===== config.mk =====
export PLATFORM = sky130hd
export DESIGN_NAME = pipe_control_unit
export DESIGN_NICKNAME = d
export VERILOG_FILES = /design/src/rtl/pipe_ctrl_pkg.sv /design/src/rtl/pipe_control_unit_decoder.sv /design/src/rtl/pipe_control_unit.sv
export SDC_FILE = /design/constraint.sdc
export NUM_CORES = 1
export LEC_CHECK = 0
export BUFFER_PORTS_ARGS = -buffer_cell sky130_fd_sc_hd__buf_2
export CAP_MARGIN = 40
export CORE_MARGIN = 4
export CORE_UTILIZATION = 46
export CTS_CLUSTER_DIAMETER = 50
export DETAILED_ROUTE_END_ITERATION = 10
export PLACE_DENSITY = 0.82
export RECOVER_POWER = 25
export SYNTH_ARGS = -nofsm -noshare
export SYNTH_HDL_FRONTEND = slang
export SYNTH_SLANG_ARGS = --single-unit
export TNS_END_PERCENT = 100

===== constraint.sdc =====
create_clock -name clk -period 2.89 [get_ports clk]
set_input_delay 0.578 -clock clk [delete_from_list [all_inputs] [get_ports clk]]
set_output_delay 0.578 -clock clk [all_outputs]
set_load 0.005 [all_outputs]

===== src/rtl/pipe_ctrl_pkg.sv =====
// Shared encodings for the TSC pipeline control unit: ISA constants, the ID/EX
// control bundle layout and the control FSM states.
package pipe_ctrl_pkg;

  localparam logic [3:0] OP_BNE   = 4'd0;
  localparam logic [3:0] OP_BEQ   = 4'd1;
  localparam logic [3:0] OP_BGZ   = 4'd2;
  localparam logic [3:0] OP_BLZ   = 4'd3;
  localparam logic [3:0] OP_ADI   = 4'd4;
  localparam logic [3:0] OP_ORI   = 4'd5;
  localparam logic [3:0] OP_LHI   = 4'd6;
  localparam logic [3:0] OP_LWD   = 4'd7;
  localparam logic [3:0] OP_SWD   = 4'd8;
  localparam logic [3:0] OP_JMP   = 4'd9;
  localparam logic [3:0] OP_JAL   = 4'd10;
  localparam logic [3:0] OP_RTYPE = 4'd15;

  localparam logic [5:0] FN_JPR = 6'd25;
  localparam logic [5:0] FN_JRL = 6'd26;
  localparam logic [5:0] FN_WWD = 6'd28;
  localparam logic [5:0] FN_HLT = 6'd29;

  localparam logic [1:0] RD_RD = 2'b00;
  localparam logic [1:0] RD_RT = 2'b01;
  localparam logic [1:0] RD_R2 = 2'b10;

  localparam logic [1:0] PC_NEXT   = 2'b00;
  localparam logic [1:0] PC_BRANCH = 2'b01;
  localparam logic [1:0] PC_IMM    = 2'b10;
  localparam logic [1:0] PC_RS     = 2'b11;

  localparam logic [3:0] ALU_ADD  = 4'd0;
  localparam logic [3:0] ALU_OR   = 4'd3;
  localparam logic [3:0] ALU_LHI  = 4'd8;
  localparam logic [3:0] ALU_PASS = 4'd9;

  typedef struct packed {
    logic       valid;
    logic       branch;
    logic       alu_src;
    logic       mem_read;
    logic       mem_write;
    logic       mem_to_reg;
    logic       pc_to_reg;
    logic       reg_write;
    logic       wwd;
    logic       is_halt;
    logic [1:0] reg_dst;
    logic [1:0] pc_src;
    logic [3:0] alu_op;
  } ctrl_bundle_t;

  typedef enum logic [1:0] {ST_RUN, ST_DRAIN, ST_HALTED} state_t;

  // Per-cycle action chosen by the priority logic; drives both enables and state.
  typedef enum logic [2:0] {
    ACT_HOLD, ACT_FLUSH, ACT_STALL, ACT_ISSUE, ACT_DRAIN, ACT_IDLE
  } act_t;

endpackage


===== src/rtl/pipe_control_unit_decoder.sv =====
// Combinational TSC instruction decoder: opcode/func to control bundle and
// source-register usage flags for hazard detection.
module inst_decoder
  import pipe_ctrl_pkg::*;
(
  input  logic [3:0]   opcode,
  input  logic [5:0]   func_code,
  output ctrl_bundle_t ctrl,
  output logic         use_rs,
  output logic         use_rt
);

  always_comb begin
    ctrl         = '0;
    ctrl.valid   = 1'b1;
    ctrl.reg_dst = RD_RD;
    ctrl.pc_src  = PC_NEXT;
    ctrl.alu_op  = ALU_ADD;
    use_rs       = 1'b0;
    use_rt       = 1'b0;
    case (opcode)
      OP_BNE, OP_BEQ, OP_BGZ, OP_BLZ: begin
        ctrl.branch  = 1'b1;
        ctrl.alu_src = 1'b1;
        ctrl.pc_src  = PC_BRANCH;
        use_rs       = 1'b1;
        use_rt       = (opcode == OP_BNE) || (opcode == OP_BEQ);
      end
      OP_ADI, OP_ORI, OP_LHI: begin
        ctrl.alu_src   = 1'b1;
        ctrl.reg_write = 1'b1;
        ctrl.reg_dst   = RD_RT;
        use_rs         = 1'b1;
        if (opcode == OP_ORI)      ctrl.alu_op = ALU_OR;
        else if (opcode == OP_LHI) ctrl.alu_op = ALU_LHI;
      end
      OP_LWD: begin
        ctrl.alu_src    = 1'b1;
        ctrl.mem_read   = 1'b1;
        ctrl.mem_to_reg = 1'b1;
        ctrl.reg_write  = 1'b1;
        ctrl.reg_dst    = RD_RT;
        use_rs          = 1'b1;
      end
      OP_SWD: begin
        ctrl.alu_src   = 1'b1;
        ctrl.mem_write = 1'b1;
        use_rs         = 1'b1;
        use_rt         = 1'b1;
      end
      OP_JMP: begin
        ctrl.alu_src = 1'b1;
        ctrl.pc_src  = PC_IMM;
      end
      OP_JAL: begin
        ctrl.alu_src   = 1'b1;
        ctrl.pc_src    = PC_IMM;
        ctrl.pc_to_reg = 1'b1;
        ctrl.reg_write = 1'b1;
        ctrl.reg_dst   = RD_R2;
      end
      OP_RTYPE: begin
        if (func_code[5:3] == 3'b000) begin
          ctrl.reg_write = 1'b1;
          ctrl.alu_op    = {1'b0, func_code[2:0]};
          use_rs         = 1'b1;
          use_rt         = 1'b1;
        end else begin
          case (func_code)
            FN_JPR: begin
              ctrl.pc_src = PC_RS;
              ctrl.alu_op = ALU_PASS;
              use_rs      = 1'b1;
            end
            FN_JRL: begin
              ctrl.pc_src    = PC_RS;
              ctrl.pc_to_reg = 1'b1;
              ctrl.reg_write = 1'b1;
              ctrl.reg_dst   = RD_R2;
              ctrl.alu_op    = ALU_PASS;
              use_rs         = 1'b1;
            end
            FN_WWD: begin
              ctrl.wwd    = 1'b1;
              ctrl.alu_op = ALU_PASS;
              use_rs      = 1'b1;
            end
            FN_HLT: ctrl.is_halt = 1'b1;
            default: ;
          endcase
        end
      end
      default: ;
    endcase
  end

endmodule


===== src/rtl/pipe_control_unit.sv =====
// ID-stage pipeline control: decode into ID/EX, hazard stall, redirect flush,
// memory freeze, halt drain and issued-instruction counting.
module pipe_control_unit
  import pipe_ctrl_pkg::*;
#(
  parameter int REG_ADDR_W = 2,
  parameter int PIPE_DEPTH = 5,
  parameter int FORWARDING = 1,
  parameter int NUM_INST_W = 16
) (
  input  logic                  clk,
  input  logic                  reset_n,
  input  logic                  id_valid,
  input  logic [3:0]            opcode,
  input  logic [5:0]            func_code,
  input  logic [REG_ADDR_W-1:0] rs,
  input  logic [REG_ADDR_W-1:0] rt,
  input  logic                  ex_reg_write,
  input  logic                  ex_mem_read,
  input  logic [REG_ADDR_W-1:0] ex_dest,
  input  logic                  mem_reg_write,
  input  logic [REG_ADDR_W-1:0] mem_dest,
  input  logic                  ex_redirect,
  input  logic                  mem_busy,
  output ctrl_bundle_t          ex_ctrl,
  output logic                  pc_write,
  output logic                  ifid_write,
  output logic                  ifid_flush,
  output logic                  halt,
  output logic [NUM_INST_W-1:0] num_inst
);

  localparam int CNT_W = $clog2(PIPE_DEPTH + 1);
  localparam logic [CNT_W-1:0] DRAIN_LEN = CNT_W'(PIPE_DEPTH - 2);

  ctrl_bundle_t     dec_ctrl_p0;
  logic             use_rs;
  logic             use_rt;
  logic             ex_hit;
  logic             mem_hit;
  logic             hz;
  state_t           state_q;
  logic [CNT_W-1:0] drain_cnt;
  act_t             act;

  inst_decoder u_dec (
    .opcode    (opcode),
    .func_code (func_code),
    .ctrl      (dec_ctrl_p0),
    .use_rs    (use_rs),
    .use_rt    (use_rt)
  );

  assign ex_hit  = ex_reg_write  && ((use_rs && (rs == ex_dest))  || (use_rt && (rt == ex_dest)));
  assign mem_hit = mem_reg_write && ((use_rs && (rs == mem_dest)) || (use_rt && (rt == mem_dest)));
  assign hz = id_valid && ((ex_hit && (ex_mem_read || (FORWARDING == 0)))
                           || ((FORWARDING == 0) && mem_hit));

  always_comb begin
    act        = ACT_IDLE;
    pc_write   = 1'b0;
    ifid_write = 1'b0;
    ifid_flush = 1'b0;
    case (state_q)
      ST_RUN: begin
        if (mem_busy)         act = ACT_HOLD;
        else if (ex_redirect) act = ACT_FLUSH;
        else if (hz)          act = ACT_STALL;
        else                  act = ACT_ISSUE;
      end
      ST_DRAIN: begin
        if (mem_busy)         act = ACT_HOLD;
        else if (ex_redirect) act = ACT_FLUSH;
        else                  act = ACT_DRAIN;
      end
      default: act = ACT_IDLE;
    endcase
    if (reset_n) begin
      pc_write   = (act == ACT_FLUSH) || (act == ACT_ISSUE);
      ifid_write = (act == ACT_FLUSH) || (act == ACT_ISSUE);
      ifid_flush = (act == ACT_FLUSH);
    end
  end

  // ID -> EX boundary
  always_ff @(posedge clk or negedge reset_n) begin
    if (!reset_n) begin
      state_q   <= ST_RUN;
      drain_cnt <= '0;
      halt      <= 1'b0;
      ex_ctrl   <= '0;
      num_inst  <= '0;
    end else begin
      case (act)
        ACT_HOLD: ;
        ACT_FLUSH: begin
          ex_ctrl   <= '0;
          state_q   <= ST_RUN;
          drain_cnt <= '0;
        end
        ACT_STALL: ex_ctrl <= '0;
        ACT_ISSUE: begin
          ex_ctrl <= id_valid ? dec_ctrl_p0 : '0;
          if (id_valid) begin
            num_inst <= num_inst + NUM_INST_W'(1);
            if (dec_ctrl_p0.is_halt) begin
              state_q   <= ST_DRAIN;
              drain_cnt <= DRAIN_LEN;
            end
          end
        end
        ACT_DRAIN: begin
          ex_ctrl   <= '0;
          drain_cnt <= drain_cnt - CNT_W'(1);
          if (drain_cnt == CNT_W'(1)) begin
            state_q <= ST_HALTED;
            halt    <= 1'b1;
          end
        end
        default: ex_ctrl <= '0;
      endcase
    end
  end

endmodule


==> reports/metrics.csv <==
metric,value,unit
outcome,"complete, but fails checks",
failing checks,"capacitance limit, slew limit",
hold_buf cts,0,
# diodes,0,
FP Rows,24,
crit share post-route,96.6,%
DRT iter0 DRCs,146,
Fin. Hold Viols,0,
Die Width,75.5,um
Tmin final,2.79,ns
final setup fails,0,
GRT Total Usage,18.0,%
Top Ports,64,
clk_lat worst skew,0.29,ns
vias in the first global route,1654,
layout cells sized above 1,30.1,%
CTS Sinks,39,
final WL,4.93,mm
"most common cell after layout, fill and taps aside",buf_2,
Power per Cell Area,488,mW/mm2
asr flop ratio synth,100,%
Synth Instances,213,
htree depth,2,
FF-to-FF End,num_inst[10],
Worst Setup Start Kind,register,
setup TNS,0,ns
worst-margin pin slew,2.08,ns
syn_nets,242,
reg2reg path depth,7,
post-synthesis adder-cell area fraction,1.79,%
Chip Height,75.5,um
sequential area share after synthesis,46.6,%
via count,1854,
clock tree root buffer cell,clkbuf_8,
Die ar.,0.00570,mm2
wire per inst,14.9,um
"Data required, critical path",2.31,ns
unrepaired setup endpoints after global routing,false,
Compound-Gate Fraction of Synth Area,11.9,%
gpl congestion,0.812,
fraction of synthesized cell area in xor and xnor cells,9.61,%
first-pass GRT wire length,7.78,mm
hpwl dp,3.67,mm
Critical Path Fanout Max,6,
max_slew headroom,-38.9,%
crit path kind,register to primary output,
leakage,0.00134,uW
post-synthesis simple-gate area fraction,24.7,%
Critical R2R Launch,state_q[0],
most frequent cells in the layout,"59 x buf_2, 39 x dfrtp_1, 24 x nand2_1",
Starting Density,47.8,%
Setup crit end kind,primary output,
Via-to-Cell Ratio,5.60,
Max VDD drop,0.366,mV
Netlist cell types,45,
Seq cells post-synth,39,
antenna violations before repair,0,
Layout Nets,307,
Fmax achieved,0.358,GHz
Clock Skews,0.00359,ns
top_reg_cell synth,dfrtp_1,
largest net degree at the start of global routing,40,
port bufs,60,
hold path depth,1,
core box area,0.00438,mm2
"EDFF count, synth",0,
Hold Path Origin,num_inst[15],
largest family of logic cells by synthesized area,simple AND/OR/NAND/NOR gates,
cts bufs inserted,5,
# DRC,0,
Overflow after GRT,0,
HP Class,register to register,
CTS tree,done,
Worst-path clk slew,0.07,ns
cell area after synthesis,0.00210,mm2
Design Power,1270,uW
Max-cap violations,1,
drt pass-1 iters,5,
R2R setup slack,0.46,ns
largest buffer count on any clock path,2,
post-route ant nets,0,
YS warnings,0,
Layout area overhead,23.9,%
Synth Area per Inst,9.84,um2
WHS Endpoint,num_inst[15],
Worst EP arrival,2.21,ns
fin. max-slew vios,40,
multiplexer share of the synthesized area,0.537,%
-- cell usage after synthesis, drive strengths merged (4+ instances only) --
master   n  share of area (%)
o21ai   13                3.1
nor3     5                1.4
and3     4                1.2
nor2    13                2.4
nor4b    4                1.7
nand2   24                4.3
a21oi    6                1.4
xor2    20                8.4
buf      8                2.9
nand3    7                1.7
clkbuf   5               0.90
nor4    12                3.6
nor2b    6                1.8
inv      6                1.1
dfrtp   39                 47
-- routing by layer --
| metal | routed length, um | vias to the layer above | track usage, % | share of wire [%] |
|---|---|---|---|---|
| li1 | - | 892 | - | - |
| met1 | 2110 | 883 | 24.1 | 43 |
| met2 | 2470 | 69 | 28.9 | 50 |
| met3 | 278 | 10 | 4.35 | 5.6 |
| met4 | 74 | 0 | 6.02 | 1.5 |
| met5 | 0 | - | 0 | 0 |
-- worst max-delay path by stage --
stage | start | to | slack, ns | depth (start not counted)
2_1_floorplan | ex_redirect | pc_write | 0.009 | 8
3_3_place_gp | ex_redirect | ifid_write | 0.11 | 6
3_5_place_dp | ex_redirect | ifid_write | 0.11 | 6
4_1_cts | state_q[0] | ifid_write | 0.02 | 5
5_1_grt | state_q[0] | pc_write | 0.02 | 5
6_report | state_q[0] | pc_write | 0.1 | 5
-- critical path, stage by stage (launching register included) --
cell,delay (ns)
dfrtp_1,0.41
or3b_4,0.40
or4_4,0.56
o221ai_4,0.30
nor4_2,0.10
buf_2,0.14
-- sequential cells by signal (all words and copies together) (netlist names) --
register,count
halt,1
ex_ctrl,17
num_inst,16
drain_cnt,3
state_q,2
-- cell families after synthesis --
group | Yosys count
and+or+nand+nor | 93
buffers and inverters | 19
AOI/OAI and AO/OA | 35
DFF | 39
adders and majority gates | 3
muxes | 1
xor gates and xnor gates | 23
-- power by group --
part | total, uW | switching [uW] | internal, uW
clock | 404 | 186 | 218
sequential | 645 | 53.4 | 592
combinational | 219 | 115 | 104
total | 1270 | 354 | 914
-- what timing repair did --
action / in CTS / in global routing
setup buffers: 0 / 2
setup endpoints to repair: 0 / 3
gates resized for setup: 0 / 2
-- cell type report --
type	instances	area, um2
repair buffers	71	390
fillers	411	1790
clock buffers	8	100
inverters	6	22.5
flip-flops and latches	39	976
multi-input cells	155	1040
well taps	52	65.1
-- stage by stage --
step	area [um2]	instances	util [%]	hold WS (ns)	setup slack, ns
floorplan	2110	213	-	0.282	0.00865
global placement	2480	321	56.5	0.452	0.112
detailed placement	2480	321	56.5	0.455	0.109
CTS	2580	329	58.8	0.379	0.0173
global route	2600	331	59.2	0.499	0.0194
finish	2600	331	59.2	0.459	0.0976
Note: power is estimated with default switching activity, not from simulation.
